[src/rtl/mem_ctrl_m1_pkg.sv]
// rtl/mem_ctrl_m1_pkg.sv - request/pending entry types, mode encoding and load formatting
package mem_ctrl_m1_pkg;

    localparam logic [1:0] MODE_READ  = 2'd0;
    localparam logic [1:0] MODE_WRITE = 2'd1;
    localparam int         MODE_FENCE_BIT = 1;

    typedef struct packed {
        logic [15:0] data;
        logic [14:0] address;
        logic [1:0]  mask;
        logic [1:0]  fnc_type;
        logic [1:0]  mode;
        logic [3:0]  wb_dest;
    } req_entry_t;

    typedef struct packed {
        logic        is_read;
        logic [3:0]  wb_dest;
        logic [1:0]  mask;
        logic [1:0]  fnc_type;
    } pend_entry_t;

    typedef enum logic {
        ST_RUN         = 1'b0,
        ST_FENCE_DRAIN = 1'b1
    } ctrl_state_t;

    // Memory lane order -> register order; byte loads pick the enabled lane and extend.
    function automatic logic [15:0] format_load(input logic [15:0] rdata,
                                                input logic [1:0]  mask,
                                                input logic [1:0]  fnc);
        logic [7:0] w_byte;
        w_byte = (mask == 2'b10) ? rdata[15:8] : rdata[7:0];
        if (fnc[0])
            format_load = {rdata[7:0], rdata[15:8]};
        else if (fnc[1])
            format_load = {8'h00, w_byte};
        else
            format_load = {{8{w_byte[7]}}, w_byte};
    endfunction

endpackage

[src/rtl/mem_ctrl_m1_if.sv]
// rtl/mem_ctrl_m1_if.sv - in-order variable-latency memory bus
interface mem_ctrl_m1_if;
    logic        bus_req;
    logic        bus_we;
    logic [14:0] bus_addr;
    logic [1:0]  bus_be;
    logic [15:0] bus_wdata;
    logic        bus_gnt;
    logic        bus_rvalid;
    logic [15:0] bus_rdata;

    modport master (
        output bus_req, bus_we, bus_addr, bus_be, bus_wdata,
        input  bus_gnt, bus_rvalid, bus_rdata
    );

    modport slave (
        input  bus_req, bus_we, bus_addr, bus_be, bus_wdata,
        output bus_gnt, bus_rvalid, bus_rdata
    );
endinterface

[src/rtl/mem_ctrl_fifo_m1.sv]
// rtl/mem_ctrl_fifo_m1.sv - synchronous FIFO with occupancy count
module mem_ctrl_fifo_m1 #(
    parameter int WIDTH = 8,
    parameter int DEPTH = 4
) (
    input  logic                     clk,
    input  logic                     async_rst_n,
    input  logic                     i_push,
    input  logic [WIDTH-1:0]         i_push_data,
    input  logic                     i_pop,
    output logic [WIDTH-1:0]         o_head,
    output logic [$clog2(DEPTH):0]   o_count,
    output logic                     o_full,
    output logic                     o_empty
);
    localparam int AW = $clog2(DEPTH);

    logic [WIDTH-1:0] r_mem [DEPTH];
    logic [AW:0]      r_wptr;
    logic [AW:0]      r_rptr;
    logic             w_push;
    logic             w_pop;

    // Extra pointer MSB distinguishes full from empty when the index bits match.
    assign o_full  = (r_wptr[AW] != r_rptr[AW]) && (r_wptr[AW-1:0] == r_rptr[AW-1:0]);
    assign o_empty = (r_wptr == r_rptr);
    assign o_count = r_wptr - r_rptr;
    assign o_head  = r_mem[r_rptr[AW-1:0]];
    assign w_push  = i_push && !o_full;
    assign w_pop   = i_pop && !o_empty;

    // Pointer advance; overflowing pushes and underflowing pops are dropped.
    always_ff @(posedge clk or negedge async_rst_n) begin
        if (!async_rst_n) begin
            r_wptr <= '0;
            r_rptr <= '0;
        end else begin
            if (w_push) r_wptr <= r_wptr + 1'b1;
            if (w_pop)  r_rptr <= r_rptr + 1'b1;
        end
    end

    // Storage write; contents are don't-care until the pointers cover them.
    always_ff @(posedge clk) begin
        if (w_push) r_mem[r_wptr[AW-1:0]] <= i_push_data;
    end
endmodule

[src/rtl/mem_ctrl_m1.sv]
// rtl/mem_ctrl_m1.sv - M1 LSU memory controller top (option: MEM_CTRL_RD_REG_EN)
module mem_ctrl_m1
    import mem_ctrl_m1_pkg::*;
#(
    parameter int REQ_DEPTH       = 4,
    parameter int MAX_OUTSTANDING = 4
) (
    input  logic        clk,
    input  logic        async_rst_n,
    input  logic        clk_en,
    input  logic [14:0] req_address,
    input  logic [1:0]  req_mask,
    input  logic [1:0]  req_fnc_type,
    input  logic [15:0] req_data,
    input  logic [1:0]  req_mode,
    input  logic        req_enable,
    input  logic [3:0]  req_wb_dest,
    input  logic        req_input_ready,
    output logic        mem_available,
    output logic        mem_idle,
    output logic [15:0] rd_data,
    output logic [3:0]  rd_wb_dest,
    output logic        rd_ack,
    mem_ctrl_m1_if.master bus
);
    localparam int QAW = $clog2(REQ_DEPTH);
    localparam int OAW = $clog2(MAX_OUTSTANDING);

    req_entry_t   w_req_in;
    req_entry_t   w_head;
    pend_entry_t  w_pend_in;
    pend_entry_t  w_pend_head;
    logic [QAW:0] w_q_count;
    logic [QAW:0] w_q_free;
    logic         w_q_full;
    logic         w_q_empty;
    logic [OAW:0] w_o_count;
    logic         w_o_full;
    logic         w_o_empty;
    logic         w_accept;
    logic         w_q_pop;
    logic         w_grant;
    logic         w_fence_pop;
    logic         w_head_fence;
    logic         w_head_mem;
    logic         w_rsp;
    logic         w_ack;
    logic         w_base_idle;
    logic [15:0]  w_ld_data;
    ctrl_state_t  r_state;
    ctrl_state_t  w_state_nxt;

    assign w_accept = clk_en && req_enable && req_input_ready;
    assign w_req_in = '{data: req_data, address: req_address, mask: req_mask,
                        fnc_type: req_fnc_type, mode: req_mode, wb_dest: req_wb_dest};

    mem_ctrl_fifo_m1 #(.WIDTH($bits(req_entry_t)), .DEPTH(REQ_DEPTH)) u_req_q (
        .clk(clk), .async_rst_n(async_rst_n),
        .i_push(w_accept), .i_push_data(w_req_in), .i_pop(w_q_pop),
        .o_head(w_head), .o_count(w_q_count), .o_full(w_q_full), .o_empty(w_q_empty)
    );

    assign w_head_fence = !w_q_empty && w_head.mode[MODE_FENCE_BIT];
    assign w_head_mem   = !w_q_empty && !w_head.mode[MODE_FENCE_BIT];
    // A fence leaves the queue only once every earlier transfer has been answered.
    assign w_fence_pop  = clk_en && w_head_fence && (w_o_count == '0);
    assign w_grant      = bus.bus_req && bus.bus_gnt;
    assign w_q_pop      = w_grant || w_fence_pop;

    assign w_pend_in = '{is_read: (w_head.mode == MODE_READ), wb_dest: w_head.wb_dest,
                         mask: w_head.mask, fnc_type: w_head.fnc_type};

    mem_ctrl_fifo_m1 #(.WIDTH($bits(pend_entry_t)), .DEPTH(MAX_OUTSTANDING)) u_out_q (
        .clk(clk), .async_rst_n(async_rst_n),
        .i_push(w_grant), .i_push_data(w_pend_in), .i_pop(w_rsp),
        .o_head(w_pend_head), .o_count(w_o_count), .o_full(w_o_full), .o_empty(w_o_empty)
    );

    assign w_rsp = clk_en && bus.bus_rvalid && !w_o_empty;
    assign w_ack = w_rsp && w_pend_head.is_read;
    assign w_ld_data = format_load(bus.bus_rdata, w_pend_head.mask, w_pend_head.fnc_type);

    // Two free slots leave room for the request the LSU may already be presenting.
    assign w_q_free      = (QAW+1)'(REQ_DEPTH) - w_q_count;
    assign mem_available = (w_q_free >= (QAW+1)'(2));
    assign w_base_idle   = w_q_empty && (w_o_count == '0) && (r_state == ST_RUN);

    assign bus.bus_we    = (w_head.mode == MODE_WRITE);
    assign bus.bus_addr  = w_head.address;
    assign bus.bus_be    = w_head.mask;
    assign bus.bus_wdata = w_head.data;

    // FSM state register; frozen while the clock enable is low.
    always_ff @(posedge clk or negedge async_rst_n) begin
        if (!async_rst_n)
            r_state <= ST_RUN;
        else if (clk_en)
            r_state <= w_state_nxt;
    end

    // FSM next state: a fence with transfers in flight parks the issue path until they drain.
    always_comb begin
        w_state_nxt = r_state;
        case (r_state)
            ST_RUN:         if (w_head_fence && (w_o_count != '0)) w_state_nxt = ST_FENCE_DRAIN;
            ST_FENCE_DRAIN: if (w_o_count == '0)                   w_state_nxt = ST_RUN;
            default:                                               w_state_nxt = ST_RUN;
        endcase
    end

    // FSM outputs: request the bus for a load/store head when a pending slot is free.
    always_comb begin
        bus.bus_req = 1'b0;
        if ((r_state == ST_RUN) && w_head_mem && !w_o_full)
            bus.bus_req = clk_en;
    end

`ifdef MEM_CTRL_RD_REG_EN
    logic        r_rd_ack;
    logic [15:0] r_rd_data;
    logic [3:0]  r_rd_wb_dest;

    // Registered writeback stage: one extra cycle of load latency.
    always_ff @(posedge clk or negedge async_rst_n) begin
        if (!async_rst_n) begin
            r_rd_ack     <= 1'b0;
            r_rd_data    <= '0;
            r_rd_wb_dest <= '0;
        end else if (clk_en) begin
            r_rd_ack     <= w_ack;
            r_rd_data    <= w_ack ? w_ld_data : '0;
            r_rd_wb_dest <= w_ack ? w_pend_head.wb_dest : '0;
        end
    end

    assign rd_ack     = r_rd_ack;
    assign rd_data    = r_rd_data;
    assign rd_wb_dest = r_rd_wb_dest;
    assign mem_idle   = w_base_idle && !r_rd_ack;
`else
    assign rd_ack     = w_ack;
    assign rd_data    = w_ack ? w_ld_data : '0;
    assign rd_wb_dest = w_ack ? w_pend_head.wb_dest : '0;
    assign mem_idle   = w_base_idle;
`endif

    a_no_queue_overflow: assert property (@(posedge clk) disable iff (!async_rst_n)
        !(w_accept && w_q_full));
    a_no_orphan_response: assert property (@(posedge clk) disable iff (!async_rst_n)
        !(clk_en && bus.bus_rvalid && w_o_empty));
endmodule

[src/flat_wrapper.sv]
// flat-port wrapper written by rule: the top's interface ports become plain ports
module mem_ctrl_m1_flat import mem_ctrl_m1_pkg::*;
#(
    parameter int REQ_DEPTH       = 4,
    parameter int MAX_OUTSTANDING = 4
)
  (clk, async_rst_n, clk_en, req_address, req_mask, req_fnc_type, req_data, req_mode, req_enable, req_wb_dest, req_input_ready, mem_available, mem_idle, rd_data, rd_wb_dest, rd_ack, bus_bus_req, bus_bus_we, bus_bus_addr, bus_bus_be, bus_bus_wdata, bus_bus_gnt, bus_bus_rvalid, bus_bus_rdata);
  mem_ctrl_m1_if bus_i ();
  input  logic clk;
  input  logic async_rst_n;
  input  logic clk_en;
  input  logic [14:0] req_address;
  input  logic [1:0] req_mask;
  input  logic [1:0] req_fnc_type;
  input  logic [15:0] req_data;
  input  logic [1:0] req_mode;
  input  logic req_enable;
  input  logic [3:0] req_wb_dest;
  input  logic req_input_ready;
  output logic mem_available;
  output logic mem_idle;
  output logic [15:0] rd_data;
  output logic [3:0] rd_wb_dest;
  output logic rd_ack;
  output wire logic [$bits(bus_i.bus_req)-1:0] bus_bus_req;
  output wire logic [$bits(bus_i.bus_we)-1:0] bus_bus_we;
  output wire logic [$bits(bus_i.bus_addr)-1:0] bus_bus_addr;
  output wire logic [$bits(bus_i.bus_be)-1:0] bus_bus_be;
  output wire logic [$bits(bus_i.bus_wdata)-1:0] bus_bus_wdata;
  input wire logic [$bits(bus_i.bus_gnt)-1:0] bus_bus_gnt;
  input wire logic [$bits(bus_i.bus_rvalid)-1:0] bus_bus_rvalid;
  input wire logic [$bits(bus_i.bus_rdata)-1:0] bus_bus_rdata;
  assign bus_bus_req = bus_i.bus_req;
  assign bus_bus_we = bus_i.bus_we;
  assign bus_bus_addr = bus_i.bus_addr;
  assign bus_bus_be = bus_i.bus_be;
  assign bus_bus_wdata = bus_i.bus_wdata;
  assign bus_i.bus_gnt = bus_bus_gnt;
  assign bus_i.bus_rvalid = bus_bus_rvalid;
  assign bus_i.bus_rdata = bus_bus_rdata;
  mem_ctrl_m1 #(.REQ_DEPTH(REQ_DEPTH), .MAX_OUTSTANDING(MAX_OUTSTANDING)) u_core (.clk(clk), .async_rst_n(async_rst_n), .clk_en(clk_en), .req_address(req_address), .req_mask(req_mask), .req_fnc_type(req_fnc_type), .req_data(req_data), .req_mode(req_mode), .req_enable(req_enable), .req_wb_dest(req_wb_dest), .req_input_ready(req_input_ready), .mem_available(mem_available), .mem_idle(mem_idle), .rd_data(rd_data), .rd_wb_dest(rd_wb_dest), .rd_ack(rd_ack), .bus(bus_i));
endmodule
[config.mk]
export PLATFORM = sky130hd
export DESIGN_NAME = mem_ctrl_m1_flat
export DESIGN_NICKNAME = d
export VERILOG_FILES = /design/src/rtl/mem_ctrl_m1_pkg.sv /design/src/rtl/mem_ctrl_m1_if.sv /design/src/rtl/mem_ctrl_fifo_m1.sv /design/src/rtl/mem_ctrl_m1.sv /design/src/flat_wrapper.sv
export SDC_FILE = /design/constraint.sdc
export NUM_CORES = 1
export LEC_CHECK = 0
export ABC_AREA = 1
export CAP_MARGIN = 20
export CORE_MARGIN = 8
export CORE_UTILIZATION = 36
export CTS_BUF_LIST = sky130_fd_sc_hd__clkbuf_8
export CTS_CLUSTER_SIZE = 10
export DETAILED_ROUTE_END_ITERATION = 10
export PLACE_DENSITY = 0.66
export SLEW_MARGIN = 40
export SYNTH_ARGS = -nofsm -noshare
export SYNTH_HDL_FRONTEND = slang
export SYNTH_HIERARCHICAL = 1
export SYNTH_SLANG_ARGS = --single-unit
[constraint.sdc]
create_clock -name clk -period 8.95 [get_ports clk]
set_input_delay 2.2375 -clock clk [delete_from_list [all_inputs] [get_ports clk]]
set_output_delay 2.2375 -clock clk [all_outputs]
set_load 0.02 [all_outputs]
After elaboration in Yosys (flattened, before gate mapping):

Memories as Yosys holds them, arrays and structs flattened.
Cells that the tools add are included.

* flip-flop bits (word level): 13
* bits in writable memories: 200
* bits of input ports: 64
* output and inout bits: 58
* word-level logic and storage cells: 67
* memories kept: 2

* $add $sub $neg: 7
* order comparisons: 1
* equality and inequality tests: 8
* muxes and demuxes: 13
* bitwise logic cells: 1
* reduce and logical (&&, ||, !) cells: 30

Memory list
* u_core.u_req_q.r_mem: words 4, bits a word 41, read ports 1, clocked after Yosys merged registers in 0, wr ports 1, line mem_ctrl_fifo_m1.sv:18 `logic [WIDTH-1:0] r_mem [DEPTH];`
* u_core.u_out_q.r_mem: words 4, bits a word 9, read ports 1, clocked after Yosys merged registers in 0, wr ports 1, line mem_ctrl_fifo_m1.sv:18

Operator list (count)
* 16-bit two-way mux: 3
* 1-bit logical AND: 21
* 3-bit by 1-bit adder with 3-bit output, second input constant: 4
* 8-bit two-way mux: 1
* 1-bit two-way mux: 7
* 3-bit equality test: 2
* 3-bit subtractor: 2
* 1-bit zero test: 5
* 2-bit equality test: 2
* 4-bit two-way mux: 1
* 3-bit by 2-bit greater-or-equal comparator with 1-bit output, second input constant: 1
* 3-bit zero test: 1
* 3-bit nonzero test: 1
* 3-bit subtractor, first input constant: 1
* 2-bit by 1-bit equality test with 1-bit output, second input constant: 1
* 2-bit equality test, second input constant: 1
* 2-bit zero test: 1
* 1-bit != test: 2
* 1-bit case mux with 2 select lines: 1
* 1-bit logical OR: 1
* 1-bit NOT: 1

Depth between registers and ports, before layout:

* word-level depth: 10
* mapped depth: 17
* mapped depth without buffers: 16

By module:

The synthesis kept the hierarchy.

By module, submodules not included
* mem_ctrl_fifo_m1 at u_core.u_req_q: instances 1, cells an instance 460, area an instance 6635.1 um2, sequential area each 5074.9 um2
* mem_ctrl_fifo_m1 at u_core.u_out_q: instances 1, cells an instance 150, area an instance 1820.5 um2, sequential area each 1231.2 um2
* mem_ctrl_m1: instances 1, cells an instance 97, area an instance 465.4 um2, sequential area each 25.0 um2

Worst setup path before layout:

Ideal clock, no wire load.

* path type: in2out
* start: input clk_en
* end: output rd_data[0]
* arrival: 2.957 ns
* required time: 6.713 ns
* setup slack: 3.755 ns
* cell stages on the path: 4
* buffers on the path: 0
* cell sequence: nand3_2 > nor2_8 > o21ai_0 > nor2_1

* cells in the longest elaborated chain, start to end: 4

Ends and longest elaborated chain
* start: declaration: line flat_wrapper.sv:11 `input logic clk_en;`
* 1-bit logical AND (2 in a row): line mem_ctrl_m1.sv:79 `assign w_rsp = clk_en && bus.bus_rvalid && !w_o_empty;`
* 1-bit logical AND: line mem_ctrl_m1.sv:80 `assign w_ack = w_rsp && w_pend_head.is_read;`
* via rd_ack: line flat_wrapper.sv:24 `output logic rd_ack;`
* 16-bit two-way mux: line mem_ctrl_m1.sv:142 `assign rd_data = w_ack ? w_ld_data : '0;`
* end: declaration: line flat_wrapper.sv:22 `output logic [15:0] rd_data;`

The timed path passes the listed nets, and every way through them passes these cells.

Worst setup path after layout:

* start: input clk_en
* end: output rd_wb_dest[1]

* cells in the longest elaborated chain, start to end: 4

Ends and longest elaborated chain
* 1-bit logical AND (2 in a row): line mem_ctrl_m1.sv:79
* 1-bit logical AND: line mem_ctrl_m1.sv:80
* 4-bit two-way mux: line mem_ctrl_m1.sv:143 `assign rd_wb_dest = w_ack ? w_pend_head.wb_dest : '0;`
* end: declaration: line flat_wrapper.sv:23 `output logic [3:0] rd_wb_dest;`

No other way between the ends.

==> impl_results.rst <==
.. list-table::
   :header-rows: 1

   * - Metric
     - Value
   * - Post-synth net total
     - 788
   * - Peak ir drop on the vdd network
     - around 200 uV
   * - CTS Hold Buffers Added
     - 0
   * - Clock tree from TritonCTS
     - yes
   * - Status
     - finished, final reports clean
   * - Drt first-iter violations
     - 294
   * - All-Layer GR Usage
     - about an eighth
   * - Total setup buffers inserted after CTS
     - 0
   * - Final max-slew violation count
     - 0
   * - Power density normalized to cell area
     - just over 300 mW/mm^2
   * - Standard-cell row count
     - 57
   * - Maximum clock insertion buffer count
     - 3
   * - Final worst path period share
     - ~70%
   * - Post-layout instance area
     - roughly 0.011 mm^2
   * - Cell mode on critical path
     - sky130_fd_sc_hd__clkdlybuf4s50_1
   * - Die height
     - ~170 um
   * - Post-DP Area
     - between 0.01 and 0.015 mm^2
   * - Routed length per placed instance
     - between 15 and 20 um
   * - Crit path largest cell delay
     - 630 ps
   * - Reported max-cap violation count
     - 0
   * - Crit path launch
     - clk_en
   * - Total grt overflow
     - 0
   * - Type of element capturing the critical path
     - primary output
   * - Unrepaired setup endpoints after global routing
     - false
   * - Vias in the first global route
     - about 6000
   * - Commonest non-fill, non-tap cells in the layout
     - sky130_fd_sc_hd__edfxtp_1 (200), sky130_fd_sc_hd__nor2_1 (126), sky130_fd_sc_hd__clkdlybuf4s50_1 (121), sky130_fd_sc_hd__o21ai_0 (82), sky130_fd_sc_hd__inv_1 (55)
   * - Half-perimeter wire length of the detailed placement result
     - 11700 um
   * - Relative slew margins
     - 47.2%
   * - CTS buffer count
     - 37
   * - Master cell of the clock root buffer
     - sky130_fd_sc_hd__clkbuf_8
   * - Total die area
     - about 0.03 mm^2
   * - Total DRC errors in the routed layout
     - 0
   * - Class of the most critical hold timing path
     - reg2reg
   * - Number of nets in the layout
     - between 900 and 1000
   * - Post-route antenna net violation count
     - 0
   * - CP startpoint kind
     - primary input
   * - Crit Path Max Fanout
     - 10
   * - Gpl congestion
     - roughly 0.82
   * - Cell depth of the worst flop-to-flop path
     - 12
   * - Maximum clock frequency
     - roughly 160 MHz
   * - Count of boundary I/O pins
     - 122
   * - Largest net degree at the start of global routing
     - ~50
   * - Syn-to-layout area delta
     - 24.8%
   * - Post-CTS sizing
     - 0
   * - Most common library cell in the layout ignoring fill and taps
     - sky130_fd_sc_hd__edfxtp_1
   * - Transition at the pin with the smallest max-transition slack
     - around 790 ps
   * - Setup TNS Final
     - 0 ps
   * - Endpoints failing hold
     - 0
   * - Number of synthesis warnings
     - 6
   * - Vias
     - between 5000 and 6000
   * - Worst reg2reg setup slack
     - 5750 ps
   * - Die width
     - approximately 170 um
   * - Core area
     - around 0.024 mm^2
   * - Worst clock skew
     - between 20 and 25 ps
   * - CTS sink count
     - around 210
   * - Synthesized area
     - 0.00892 mm^2
   * - Initial antenna violation count
     - 3
   * - Reg-to-reg startpoint
     - u_core/u_req_q/r_rptr[0]$_DFFE_PN0P_
   * - CTS clock-pin slew for the worst setup and hold paths
     - around 60 ps
   * - Wire length of the first global-routing pass
     - 31300 um
   * - Initial core utilization
     - between 30 and 40%
   * - Share of post-route cells with drive strength above 1
     - ~12%
   * - Input/output buffers
     - roughly 120
   * - Clock insertion delay at the later pin of the skew report
     - approximately 520 ps
   * - Post-detailed-route via-to-cell ratio
     - slightly below 5
   * - H-Tree Level Count
     - 2
   * - End of the worst register-to-register path
     - u_core/u_out_q/r_mem[0][5]$_DFFE_PP_
   * - Sequence of cells on the critical path
     - clkdlybuf4s50_1, nand3_2, nor2_8, inv_1, nor2_1, clkdlybuf4s50_1
   * - Minimum period implied by the final worst setup slack
     - around 6300 ps
   * - Required time of the worst setup path
     - about 6700 ps
   * - CP Data Arrival Time
     - ~4000 ps
   * - Critical Path Sink
     - rd_wb_dest[1]
   * - Average cell area after synthesis
     - approximately 13 um^2
   * - Cells after Synth
     - between 700 and 800
   * - Slowest stage cell, crit path
     - sky130_fd_sc_hd__clkdlybuf4s50_1
   * - Wire length after detailed routing
     - slightly below 20000 um
   * - Path type of the worst setup path
     - in2out
   * - Leakage power summed over all cells
     - approximately 4 nW
   * - Final setup viols
     - 0
   * - Number of search-and-repair iterations in the first detailed-routing pass
     - 4
==> worst min path at each step <==
stage / from / end / depth (start not counted)
finish: u_core/u_req_q/r_wptr[0]$_DFFE_PN0P_ / u_core/u_req_q/r_wptr[0]$_DFFE_PN0P_ / 2
global route: u_core/u_out_q/r_wptr[0]$_DFFE_PN0P_ / u_core/u_out_q/r_wptr[0]$_DFFE_PN0P_ / 2
CTS: u_core/u_req_q/r_wptr[0]$_DFFE_PN0P_ / u_core/u_req_q/r_wptr[0]$_DFFE_PN0P_ / 2
detailed placement: u_core/u_req_q/r_wptr[0]$_DFFE_PN0P_ / u_core/u_req_q/r_wptr[0]$_DFFE_PN0P_ / 2
global placement: u_core/u_req_q/r_wptr[2]$_DFFE_PN0P_ / u_core/u_req_q/r_wptr[2]$_DFFE_PN0P_ / 2
floorplan: u_core/u_req_q/r_wptr[2]$_DFFE_PN0P_ / u_core/u_req_q/r_wptr[2]$_DFFE_PN0P_ / 2
==> where the power goes <==
| group | leakage (nW) | internal, mW | switching, mW |
|---|---|---|---|
| logic | 1.64 | 0.509 | 0.863 |
| clock network | 0.399 | 0.443 | 0.378 |
| registers | 1.97 | 1.20 | 0.0547 |
| total | 4.01 | 2.15 | 1.30 |
==> metal layers <==
metal	part of all wire, %	global-route usage, %
met2	48	21.9
met1	42	15.0
met4	2.4	3.95
met5	0.14	0
met3	7.3	3.94
==> final cells by class <==
class / instances / area [um^2]
Sequential cell: 213 / 6330
Timing Repair Buffer: 129 / 1280
Clock inverter: 25 / 140
Fill cell: 2234 / 13200
Inverter: 52 / 199
Clock buffer: 40 / 551
Tap cell: 324 / 405
Antenna cell: 1 / 2.50
Multi-Input combinational cell: 410 / 2220
==> flip-flops by register name, indices dropped and copies added, names as in the netlist <==
name and count:
u_core/u_req_q/r_rptr 3, u_core/u_out_q/r_wptr 3, u_core/u_req_q/r_mem 164, u_core/u_out_q/r_rptr 3, u_core/u_req_q/r_wptr 3, u_core/u_out_q/r_mem 36, u_core/r_state 1
==> metrics by stage <==
| step | util, % | hold WS (ps) | setup WS (ps) | power (mW) | std cells |
|---|---|---|---|---|---|
| 2_1_floorplan | - | 484 | 3760 | 2.18 | 706 |
| 3_3_place_gp | 42.8 | 518 | 2690 | 2.63 | 1127 |
| 3_5_place_dp | 42.9 | 527 | 2630 | 2.66 | 1128 |
| 4_1_cts | 45.7 | 539 | 2610 | 3.50 | 1193 |
| 5_1_grt | 45.8 | 579 | 2510 | 3.68 | 1194 |
| 6_report | 45.8 | 539 | 2650 | 3.45 | 1194 |
==> worst max-delay path, delay by kind of cell <==
kind	cells	cell delay, ps
and+or+nand+nor	3	500
buffers and inverters	3	1330
(Power assumes the default switching activity.)
